`config.mk`:
```
export PLATFORM = sky130hd
export DESIGN_NAME = ad936x_mc_data_interface
export DESIGN_NICKNAME = d
export VERILOG_FILES = /design/src/rtl/ad936x_mc_data_interface.sv
export SDC_FILE = /design/constraint.sdc
export NUM_CORES = 1
export LEC_CHECK = 0
export CAP_MARGIN = 5
export CORE_MARGIN = 2
export CORE_UTILIZATION = 50
export DETAILED_ROUTE_END_ITERATION = 8
export GPL_TIMING_DRIVEN = 0
export PLACE_DENSITY = 0.88
export SYNTH_ARGS = -nofsm -noshare
export SYNTH_HDL_FRONTEND = slang
export SYNTH_SLANG_ARGS = --single-unit
```
`constraint.sdc`:
```
create_clock -name clk -period 3.33 [get_ports clk]
set_input_delay 0.666 -clock clk [delete_from_list [all_inputs] [get_ports clk]]
set_output_delay 0.666 -clock clk [all_outputs]
set_load 0.01 [all_outputs]
```
`src/rtl/ad936x_mc_data_interface.sv`:
```
//==============================================================================
//  Module      : ad936x_mc_data_interface
//  Description : Multi-channel AD936x single-port data interface. Oversamples
//                the chip's DATA_CLK, RX_FRAME and RX data with the system
//                clock, assembles RX words into frames that are handed to the
//                baseband through a first-word-fall-through FIFO, and
//                serialises baseband TX frames onto the chip's TX word bus.
//  Revision    : 1.0 - initial release
//------------------------------------------------------------------------------
//  Parameters
//    WIDTH         bits per I or Q word
//    NUM_CHANNELS  1 (1R1T) or 2 (2R2T); frame length F = 2*NUM_CHANNELS words
//    FIFO_DEPTH    RX frame FIFO depth, power of 2, >= 2
//  Ports
//    clk, rst                    system clock (>= 4x data_clk), sync reset
//    bbp_rx_data/valid/ready     RX frame stream, word k at [k*WIDTH +: WIDTH]
//    bbp_tx_data/valid/ready     TX frame stream, same packing
//    ad936x_rx_data/rx_frame     asynchronous RX inputs from the chip
//    ad936x_data_clk             asynchronous sample clock from the chip
//    ad936x_data_clk_fb          synchronised data clock echoed to the chip
//    ad936x_tx_data/tx_frame     TX word bus to the chip
//    rx_overflow, tx_underrun    single-cycle event pulses
//    stats_clear                 clears the event counters
//    rx_overflow_count           saturating overflow event counter
//    tx_underrun_count           saturating underrun event counter
//  Build option
//    AD936X_MC_STATS_EN          when defined, the event counters are built;
//                                otherwise the count ports are tied to 0.
//==============================================================================
`default_nettype none

module ad936x_mc_data_interface #(
    parameter int WIDTH        = 12,
    parameter int NUM_CHANNELS = 2,
    parameter int FIFO_DEPTH   = 4
) (
    input  logic                                clk,
    input  logic                                rst,
    output logic [2*NUM_CHANNELS*WIDTH-1:0]     bbp_rx_data,
    output logic                                bbp_rx_valid,
    input  logic                                bbp_rx_ready,
    input  logic [2*NUM_CHANNELS*WIDTH-1:0]     bbp_tx_data,
    input  logic                                bbp_tx_valid,
    output logic                                bbp_tx_ready,
    input  logic [WIDTH-1:0]                    ad936x_rx_data,
    input  logic                                ad936x_rx_frame,
    input  logic                                ad936x_data_clk,
    output logic                                ad936x_data_clk_fb,
    output logic [WIDTH-1:0]                    ad936x_tx_data,
    output logic                                ad936x_tx_frame,
    output logic                                rx_overflow,
    output logic                                tx_underrun,
    input  logic                                stats_clear,
    output logic [15:0]                         rx_overflow_count,
    output logic [15:0]                         tx_underrun_count
);

    localparam int FRAME_WORDS = 2 * NUM_CHANNELS;
    localparam int FRAME_BITS  = FRAME_WORDS * WIDTH;
    localparam int IDX_W       = $clog2(FRAME_WORDS);
    localparam int PTR_W       = $clog2(FIFO_DEPTH);

    localparam logic [IDX_W-1:0] LAST_IDX   = IDX_W'(FRAME_WORDS - 1);
    localparam logic [IDX_W-1:0] NUM_CH_IDX = IDX_W'(NUM_CHANNELS);
    localparam logic [IDX_W-1:0] IDX_ONE    = IDX_W'(1);
    localparam logic [PTR_W:0]   PTR_ONE    = (PTR_W + 1)'(1);

    //--------------------------------------------------------------------------
    // Synchronisers. data_clk uses two flops plus a history flop for edge
    // detection; data and frame get a third flop so the captured word is the
    // one that was stable before the data_clk rise seen by the detector.
    //--------------------------------------------------------------------------
    logic             r_dclk_s1, r_dclk_s2, r_dclk_s3;
    logic             r_frame_s1, r_frame_s2, r_frame_s3;
    logic [WIDTH-1:0] r_data_s1, r_data_s2, r_data_s3;
    logic             w_edge;

    always_ff @(posedge clk) begin
        if (rst) begin
            r_dclk_s1  <= 1'b0;
            r_dclk_s2  <= 1'b0;
            r_dclk_s3  <= 1'b0;
            r_frame_s1 <= 1'b0;
            r_frame_s2 <= 1'b0;
            r_frame_s3 <= 1'b0;
            r_data_s1  <= '0;
            r_data_s2  <= '0;
            r_data_s3  <= '0;
        end else begin
            r_dclk_s1  <= ad936x_data_clk;
            r_dclk_s2  <= r_dclk_s1;
            r_dclk_s3  <= r_dclk_s2;
            r_frame_s1 <= ad936x_rx_frame;
            r_frame_s2 <= r_frame_s1;
            r_frame_s3 <= r_frame_s2;
            r_data_s1  <= ad936x_rx_data;
            r_data_s2  <= r_data_s1;
            r_data_s3  <= r_data_s2;
        end
    end

    assign w_edge             = r_dclk_s2 & ~r_dclk_s3;
    assign ad936x_data_clk_fb = r_dclk_s2;

    //--------------------------------------------------------------------------
    // RX frame alignment and word assembly
    //--------------------------------------------------------------------------
    typedef enum logic [0:0] {
        RX_UNALIGNED = 1'b0,
        RX_ALIGNED   = 1'b1
    } rx_state_t;

    rx_state_t            r_rx_state, w_rx_state_next;
    logic                 r_prev_frame;
    logic [IDX_W-1:0]     r_rx_idx, w_rx_idx_next;
    logic [IDX_W-1:0]     w_rx_wr_idx;
    logic                 w_rx_store;
    logic                 w_push;
    logic [FRAME_BITS-1:0] r_rx_frame;
    logic [FRAME_BITS-1:0] w_push_data;

    always_ff @(posedge clk) begin
        if (rst) begin
            r_rx_state   <= RX_UNALIGNED;
            r_rx_idx     <= '0;
            r_prev_frame <= 1'b0;
        end else begin
            r_rx_state <= w_rx_state_next;
            r_rx_idx   <= w_rx_idx_next;
            if (w_edge) begin
                r_prev_frame <= r_frame_s3;
            end
        end
    end

    // A frame rise (high now, low at the previous edge) restarts the frame at
    // word 0; until the first rise every captured word is thrown away.
    always_comb begin
        w_rx_state_next = r_rx_state;
        w_rx_idx_next   = r_rx_idx;
        w_rx_store      = 1'b0;
        w_rx_wr_idx     = r_rx_idx;
        if (w_edge) begin
            if (r_frame_s3 && !r_prev_frame) begin
                w_rx_state_next = RX_ALIGNED;
                w_rx_store      = 1'b1;
                w_rx_wr_idx     = '0;
            end else if (r_rx_state == RX_ALIGNED) begin
                w_rx_store = 1'b1;
            end
            if (w_rx_store) begin
                w_rx_idx_next = (w_rx_wr_idx == LAST_IDX) ? '0 : w_rx_wr_idx + IDX_ONE;
            end
        end
    end

    always_ff @(posedge clk) begin
        if (rst) begin
            r_rx_frame <= '0;
        end else begin
            for (int k = 0; k < FRAME_WORDS; k++) begin
                if (w_rx_store && (w_rx_wr_idx == IDX_W'(k))) begin
                    r_rx_frame[k*WIDTH +: WIDTH] <= r_data_s3;
                end
            end
        end
    end

    // The last word bypasses the assembly register so the frame is pushed in
    // the same clk that word is captured.
    assign w_push      = w_rx_store && (w_rx_wr_idx == LAST_IDX);
    assign w_push_data = {r_data_s3, r_rx_frame[FRAME_BITS-WIDTH-1:0]};

    //--------------------------------------------------------------------------
    // RX frame FIFO (first-word-fall-through)
    //--------------------------------------------------------------------------
    logic [FRAME_BITS-1:0] r_fifo_mem [FIFO_DEPTH];
    logic [PTR_W:0]        r_wr_ptr, r_rd_ptr;
    logic                  w_empty, w_full, w_pop, w_fifo_wr;

    assign w_empty   = (r_wr_ptr == r_rd_ptr);
    assign w_full    = (r_wr_ptr[PTR_W] != r_rd_ptr[PTR_W]) &&
                       (r_wr_ptr[PTR_W-1:0] == r_rd_ptr[PTR_W-1:0]);
    assign w_pop     = bbp_rx_valid && bbp_rx_ready;
    // A pop in the same clk frees the slot, so a push while full is accepted.
    assign w_fifo_wr = w_push && (!w_full || w_pop);

    always_ff @(posedge clk) begin
        if (w_fifo_wr) begin
            r_fifo_mem[r_wr_ptr[PTR_W-1:0]] <= w_push_data;
        end
    end

    always_ff @(posedge clk) begin
        if (rst) begin
            r_wr_ptr    <= '0;
            r_rd_ptr    <= '0;
            rx_overflow <= 1'b0;
        end else begin
            if (w_fifo_wr) begin
                r_wr_ptr <= r_wr_ptr + PTR_ONE;
            end
            if (w_pop) begin
                r_rd_ptr <= r_rd_ptr + PTR_ONE;
            end
            rx_overflow <= w_push && w_full && !w_pop;
        end
    end

    // Storage is not reset, so the data port is forced to 0 while empty.
    assign bbp_rx_valid = !w_empty;
    assign bbp_rx_data  = w_empty ? '0 : r_fifo_mem[r_rd_ptr[PTR_W-1:0]];

    //--------------------------------------------------------------------------
    // TX serialiser
    //--------------------------------------------------------------------------
    logic [IDX_W-1:0]      r_tx_idx;
    logic [FRAME_BITS-1:0] r_tx_frame;
    logic [FRAME_BITS-1:0] w_tx_load;
    logic [WIDTH-1:0]      w_tx_word;

    assign bbp_tx_ready = w_edge && (r_tx_idx == '0);

    // On the frame-start edge the freshly accepted frame (or zeros) is used
    // directly, so word 0 goes out on the same edge it is latched.
    assign w_tx_load = bbp_tx_ready ? (bbp_tx_valid ? bbp_tx_data : '0) : r_tx_frame;

    always_comb begin
        w_tx_word = '0;
        for (int k = 0; k < FRAME_WORDS; k++) begin
            if (r_tx_idx == IDX_W'(k)) begin
                w_tx_word = w_tx_load[k*WIDTH +: WIDTH];
            end
        end
    end

    always_ff @(posedge clk) begin
        if (rst) begin
            r_tx_idx        <= '0;
            r_tx_frame      <= '0;
            ad936x_tx_data  <= '0;
            ad936x_tx_frame <= 1'b0;
            tx_underrun     <= 1'b0;
        end else begin
            tx_underrun <= bbp_tx_ready && !bbp_tx_valid;
            if (w_edge) begin
                r_tx_frame      <= w_tx_load;
                ad936x_tx_data  <= w_tx_word;
                ad936x_tx_frame <= (r_tx_idx < NUM_CH_IDX);
                r_tx_idx        <= (r_tx_idx == LAST_IDX) ? '0 : r_tx_idx + IDX_ONE;
            end
        end
    end

    //--------------------------------------------------------------------------
    // Event statistics
    //--------------------------------------------------------------------------
`ifdef AD936X_MC_STATS_EN
    logic [15:0] r_ov_count, r_un_count;

    always_ff @(posedge clk) begin
        if (rst || stats_clear) begin
            r_ov_count <= '0;
            r_un_count <= '0;
        end else begin
            if (rx_overflow && (r_ov_count != 16'hFFFF)) begin
                r_ov_count <= r_ov_count + 16'd1;
            end
            if (tx_underrun && (r_un_count != 16'hFFFF)) begin
                r_un_count <= r_un_count + 16'd1;
            end
        end
    end

    assign rx_overflow_count = r_ov_count;
    assign tx_underrun_count = r_un_count;
`else
    logic w_unused_stats_clear;

    assign w_unused_stats_clear = stats_clear;
    assign rx_overflow_count    = '0;
    assign tx_underrun_count    = '0;
`endif

endmodule

`default_nettype wire

```
* Yosys cells after proc, flatten, opt, wreduce, memory -nomap -nowiden
Memories as Yosys holds them, arrays and structs flattened. A register that Yosys moved wholly into a read port is not among the register bits. Index checks and enable logic that the tools add are counted.
Cells by class: $add $sub $neg 4, magnitude comparators 1, equality and inequality tests 10, multiplexer cells 20, bitwise operators 2, reductions and logical operators 22
Operators with widths (number):
- $mux W48 | 3
- $mux W12 | 4
- $mux W2 | 7
- $logic_and A1 B1 Y1 | 12
- $eq A2 B2 Y1 const B | 5
- $add A3 B1 Y3 const B | 2
- $mux W1 | 6
- $logic_not A1 Y1 | 5
- $add A2 B1 Y2 const B | 2
- $eq A2 B1 Y1 const B | 2
- $logic_not A2 Y1 | 2
- $reduce_and A2 Y1 | 2
- $eq A3 B3 Y1 | 1
- $eq A2 B2 Y1 | 1
- $lt A2 B2 Y1 const B | 1
- $and A1 B1 Y1 | 1
- $logic_or A1 B1 Y1 | 1
- $ne A1 B1 Y1 | 1
- $not A1 Y1 | 1
Storage, ports and cells: flip-flop bits (word level) 153, RAM bits 192, output and inout bits 98, word-level logic and storage cells 83, memories kept 1
Memory list:
- r_fifo_mem | words 4, bits a word 48, read ports 1, clocked after Yosys merged registers in 1, write ports 1, RTL line 177 | logic [FRAME_BITS-1:0] r_fifo_mem [FIFO_DEPTH];

* Longest topological paths before layout
word-level depth 10, mapped depth 9

* Least setup slack after synthesis
Ideal clock, no wire load.
kind reg2reg, start register r_dclk_s2 (netlist: ad936x_data_clk_fb), end register r_wr_ptr[2], setup time 123 ps, data arrival time 3529 ps, setup slack -322 ps, cell stages (with the launch flop) 6, path buffers 1, path through dfxtp_1 > nand2b_1 > buf_6 > or4_4 > nor3b_2 > mux2_1
On the way: cells in the longest elaborated chain, start to end 5
RTL lines:
- start: declaration | RTL line 73 | logic r_dclk_s1, r_dclk_s2, r_dclk_s3;
- start signal: assignment | RTL line 91 | r_dclk_s2 <= r_dclk_s1;
- $and A1 B1 Y1 * | RTL line 102 | assign w_edge = r_dclk_s2 & ~r_dclk_s3;
- $mux W2 | RTL line 143 | if (w_edge) begin
- $eq A2 B2 Y1 | RTL line 171 | assign w_push = w_rx_store && (w_rx_wr_idx == LAST_IDX);
- $logic_and A1 B1 Y1 * | RTL line 171
- $logic_and A1 B1 Y1 * | RTL line 186 | assign w_fifo_wr = w_push && (!w_full || w_pop);
- end signal: assignment | RTL line 201 | r_wr_ptr <= r_wr_ptr + PTR_ONE;
- end: declaration | RTL line 178 | logic [PTR_W:0] r_wr_ptr, r_rd_ptr;
Mark *: on every way between the ends. The rest lies on a longest branch, timed or not. A chain may end at the register's enable or synchronous reset.

==> impl_summary.txt <==
----------------------------------------------------
[Outcome]
  Outcome ... finished, final reports clean

[Worst setup path]
  Largest driver fanout on the critical path ... 10
  Count of buffer and inverter cells on the critical path ... 3
  Delay contributed by the slowest stage of the critical path ... roughly 0.50 ns
  Data arrival time of the critical path ... between 2 and 3 ns
  Cells traversed along the worst timing path ... buf_2 -> buf_2 -> mux4_2 -> nor2b_1 -> clkdlybuf4s50_1
  Type of element launching the critical path ... register
  Required time at the worst-slack endpoint ... 2.66 ns
  Critical path type ... reg -> out
  Sort of element at the end of the critical path ... output pin
  Worst-path cell with the longest stage delay ... sky130_fd_sc_hd__clkdlybuf4s50_1
  Largest delay share family, worst path ... buffers and inverters
  Most prevalent standard cell on the critical path ... sky130_fd_sc_hd__buf_2

[Power]
  Worst-case vdd ir drop ... roughly 0.37 mV
  Sequential share of power ... around half
  Internal power of the cells ... ~0.007 W
  Leakage ... 5.91 nW
  PnR Total Power ... ~0.0088 W
  Psw ... approximately 0.0018 W
  Portion of total power attributed to the clock network ... roughly 45%
  PwrDens ... 521 nW/um2
  Switching share of total power ... 20.7%
  Fraction of power consumed by combinational cells ... about 3.8%

[Route]
  WL/cell ... around 20 um
  Drc violations ... 0
  Routed via count divided by cell count ... 5.51
  Drt initial violations ... roughly 920
  Total Routed Length ... around 33000 um
  First drt pass iteration count ... 5
  Total number of vias ... just under 9000
  Count of antenna-violating nets left after detailed routing ... 0

[Floorplanning]
  Vertical extent of the die ... about 170 um
  Standard cell core area ... ~27000 um2
  Die outline width ... 170 um
  Die Outline Area ... 28800 um2
  Row Count ... 60
  Starting density of the core ... around half
  Boundary pin count ... between 150 and 200

[Timing]
  Total count of max-transition violations in the final report ... 0
  Slew headroom ... between 50 and 60%
  Unrepaired setup endpoints after global routing ... no
  Maximum clock frequency ... between 300 and 400 MHz
  Time the worst path needs with I/O delays and setup ... about 3.2 ns
  Actual transition at the worst max-transition pin ... roughly 0.74 ns
  Post-route clock skew ... between 0.015 and 0.02 ns
  Hold WS ... between 0.4 and 0.5 ns
  Post-layout worst setup margin ... ~0.11 ns
  Final worst path period share ... a little over nine tenths
  Count of final hold-check violations ... 0
  Setup-violating endpoint count in the final report ... 0

[Logic synthesis]
  Share of synthesized area occupied by flip-flops and latches ... between 60% and 70%
  Post-synthesis sequential element count ... around 350
  Cells after synthesis ... 1023
  Fraction of synthesized cell area taken by the top area cell type ... between 40% and 50%
  Number of synthesis warnings ... 0
  Top cell type by total area after synthesis ... sky130_fd_sc_hd__edfxtp_1
  Async set-reset flop share out of synthesis ... 0%
  Synth Area per Inst ... 13.4 um2
  Post-synthesis cell type count ... between 40 and 50
  Combined area of all synthesized cells ... roughly 14000 um2
  Ranking of synthesized cells by area ... sky130_fd_sc_hd__edfxtp_1 42%, sky130_fd_sc_hd__dfxtp_1 23%, sky130_fd_sc_hd__mux4_2 7.9%
  Count of flip-flops with a built-in enable after synthesis ... between 150 and 200
  Main flop type after synthesis ... sky130_fd_sc_hd__edfxtp_1

[Global route]
  Maximum number of pins on one net before global-route repair ... 33
  Aggregate global-route resource usage ... between 20% and 30%
  Initial antenna violation count ... 1
  First-pass GRT wire length ... approximately 50000 um
  GR Overflow Total ... 0
  Vias in the first global route ... slightly below 9000

[Placed design]
  Post-Place Setup Slack ... -0.253 ns
  Number of input and output port buffers inserted ... 131
  Half-perimeter wire length after placement ... 21900 um
  Gpl congestion ... about 0.9

[Worst hold path]
  Type of the worst min-delay path ... reg -> reg

[CTS]
  H-tree depth ... 2
  Quantity of hold-fixing buffers added after cts ... 0
  Clock tree from TritonCTS ... yes
  Maximum clock path buffer count ... 3
  Clock latency of the later-clocked register in the worst-skew pair ... ~0.52 ns
  TritonCTS buffer count ... 35
  Count of clock tree sinks ... roughly 350
  Clock-pin slew of the registers on the worst-case setup and hold paths ... ~0.06 ns
  CTS root buffer ... sky130_fd_sc_hd__clkbuf_16

[Final layout]
  Fillcell total ... 1949
  Area growth from synthesis to layout ... 23.6%
  Number of nets in the layout ... ~1300
  Seq. cell area ... approximately 9000 um2
  Fraction of layout cells with a size suffix above 1 ... approximately 14%
  Area occupied by multi-input gates ... around 4500 um2

[Job]
  Number of max-cap violations ... 0

----------------------------------------------------
-- power by group through the flow --
stage / clock [W] / combinational [W] / sequential [W]
2_1_floorplan: 0 / 0.000183 / 0.00462
3_3_place_gp: 0 / 0.000326 / 0.00462
3_5_place_dp: 0 / 0.000330 / 0.00463
4_1_cts: 0.00403 / 0.000332 / 0.00453
5_1_grt: 0.00419 / 0.000362 / 0.00454
6_report: 0.00398 / 0.000337 / 0.00454
-- worst paths after layout --
| kind | from | endpoint | slack (ns) | cells past startpoint |
|---|---|---|---|---|
| setup reg to reg | ad936x_data_clk_fb | r_fifo_mem[1][2] | 0.72 | 6 |
| setup / recovery | register | bbp_rx_data[27] | 0.11 | 5 |
| hold / removal | r_data_s2[7] | r_data_s3[7] | 0.43 | 1 |
| hold reg to reg | r_data_s2[7] | r_data_s3[7] | 0.43 | 1 |
-- state kept, by name (all words and copies together) (netlist names), 2 cells and up, named ones only --
signal / cells
r_data_s1: 12
r_rx_idx: 2
r_tx_frame: 48
r_rd_ptr: 3
r_wr_ptr: 3
r_data_s3: 12
r_tx_idx: 2
ad936x_tx_data: 12
r_data_s2: 12
r_rx_frame: 36
r_fifo_mem: 192
-- worst reg2reg max path: cells and delay by family, from the launching register on --
kind / cells / cell delay [ns]
and+or+nand+nor: 4 / 1.42
buffers and inverters: 2 / 0.45
DFF: 1 / 0.44
-- cell usage after synthesis (7+ instances only) --
cell and count:
sky130_fd_sc_hd__buf_2 9, sky130_fd_sc_hd__and2_1 15, sky130_fd_sc_hd__nor2b_1 99, sky130_fd_sc_hd__buf_1 7
sky130_fd_sc_hd__nand3_1 36, sky130_fd_sc_hd__a31oi_1 12, sky130_fd_sc_hd__and3_1 12, sky130_fd_sc_hd__edfxtp_1 192
sky130_fd_sc_hd__inv_1 7, sky130_fd_sc_hd__mux4_2 48, sky130_fd_sc_hd__ha_1 9, sky130_fd_sc_hd__mux2i_1 50
sky130_fd_sc_hd__and4b_1 12, sky130_fd_sc_hd__nor2_1 83, sky130_fd_sc_hd__a2bb2oi_1 7, sky130_fd_sc_hd__o31ai_1 8
sky130_fd_sc_hd__a21oi_1 70, sky130_fd_sc_hd__buf_4 36, sky130_fd_sc_hd__nand2b_1 17, sky130_fd_sc_hd__o22ai_1 7
sky130_fd_sc_hd__clkbuf_1 46, sky130_fd_sc_hd__dfxtp_1 155, sky130_fd_sc_hd__nand2_1 40
-- final cells by class --
class                   instances  area share, %
flip-flops and latches        347           52.3
multi-input cells             599           26.3
repair buffers                139           8.53
clock buffers                  46           5.83
plain buffers                  99           3.31
well taps                     341           2.51
clock inverters                17           1.05
inverters                       8          0.177
diodes                          1         0.0147
-- repair_timing --
item,CTS,global route
gates resized for setup,18,8
buffers inserted,0,1
pin swaps,1,1
setup endpoints to repair,50,23
-- logic make-up (layout without fill, tap and decap cells) --
kind of cell               count (synthesis)  count (layout)  share of synthesized area [%]
DFF                                      347             347                           64.6
muxes                                    100             100                           11.7
xor gates and xnor gates                   5               5                          0.319
other                                      1              33                         0.0273
AOI/OAI and AO/OA                        119             119                           5.17
and+or+nand+nor                          334             334                           13.3
adders and majority gates                  9               9                          0.820
buffers and inverters                    108             309                           4.13
-- per-layer routing --
layer	GRT usage, %	wire length [um]	part of all wire, %	vias up
li1	-	-	-	4049
met1	28.5	12300	38	4220
met2	39.4	16200	50	456
met3	4.99	3040	9.3	75
met4	8.88	1110	3.4	0
met5	0	0	0	-
-- through the flow --
| stage | util (%) | cell area, um2 | TNS (ns) | std cells |
|---|---|---|---|---|
| global placement | 57.9 | 15600 | -113.49 | 1526 |
| floorplan | - | 13900 | 0 | 1054 |
| detailed placement | 58.4 | 15700 | -2.23 | 1533 |
| global route | 63.0 | 17000 | 0 | 1596 |
| CTS | 62.9 | 16900 | 0 | 1595 |
| finish | 63.0 | 17000 | 0 | 1597 |
-- layout by cell type, fill, tap and decap left out, types with 40 or more instances in the layout --
master	n
sky130_fd_sc_hd__mux4_2	48
sky130_fd_sc_hd__nand2_1	40
sky130_fd_sc_hd__nor2b_1	99
sky130_fd_sc_hd__edfxtp_1	192
sky130_fd_sc_hd__nor2_1	83
sky130_fd_sc_hd__mux2i_1	50
sky130_fd_sc_hd__clkbuf_1	47
sky130_fd_sc_hd__dfxtp_1	153
sky130_fd_sc_hd__a21oi_1	70
sky130_fd_sc_hd__clkdlybuf4s50_1	131
No activity file was read; power rests on OpenSTA's default activity.
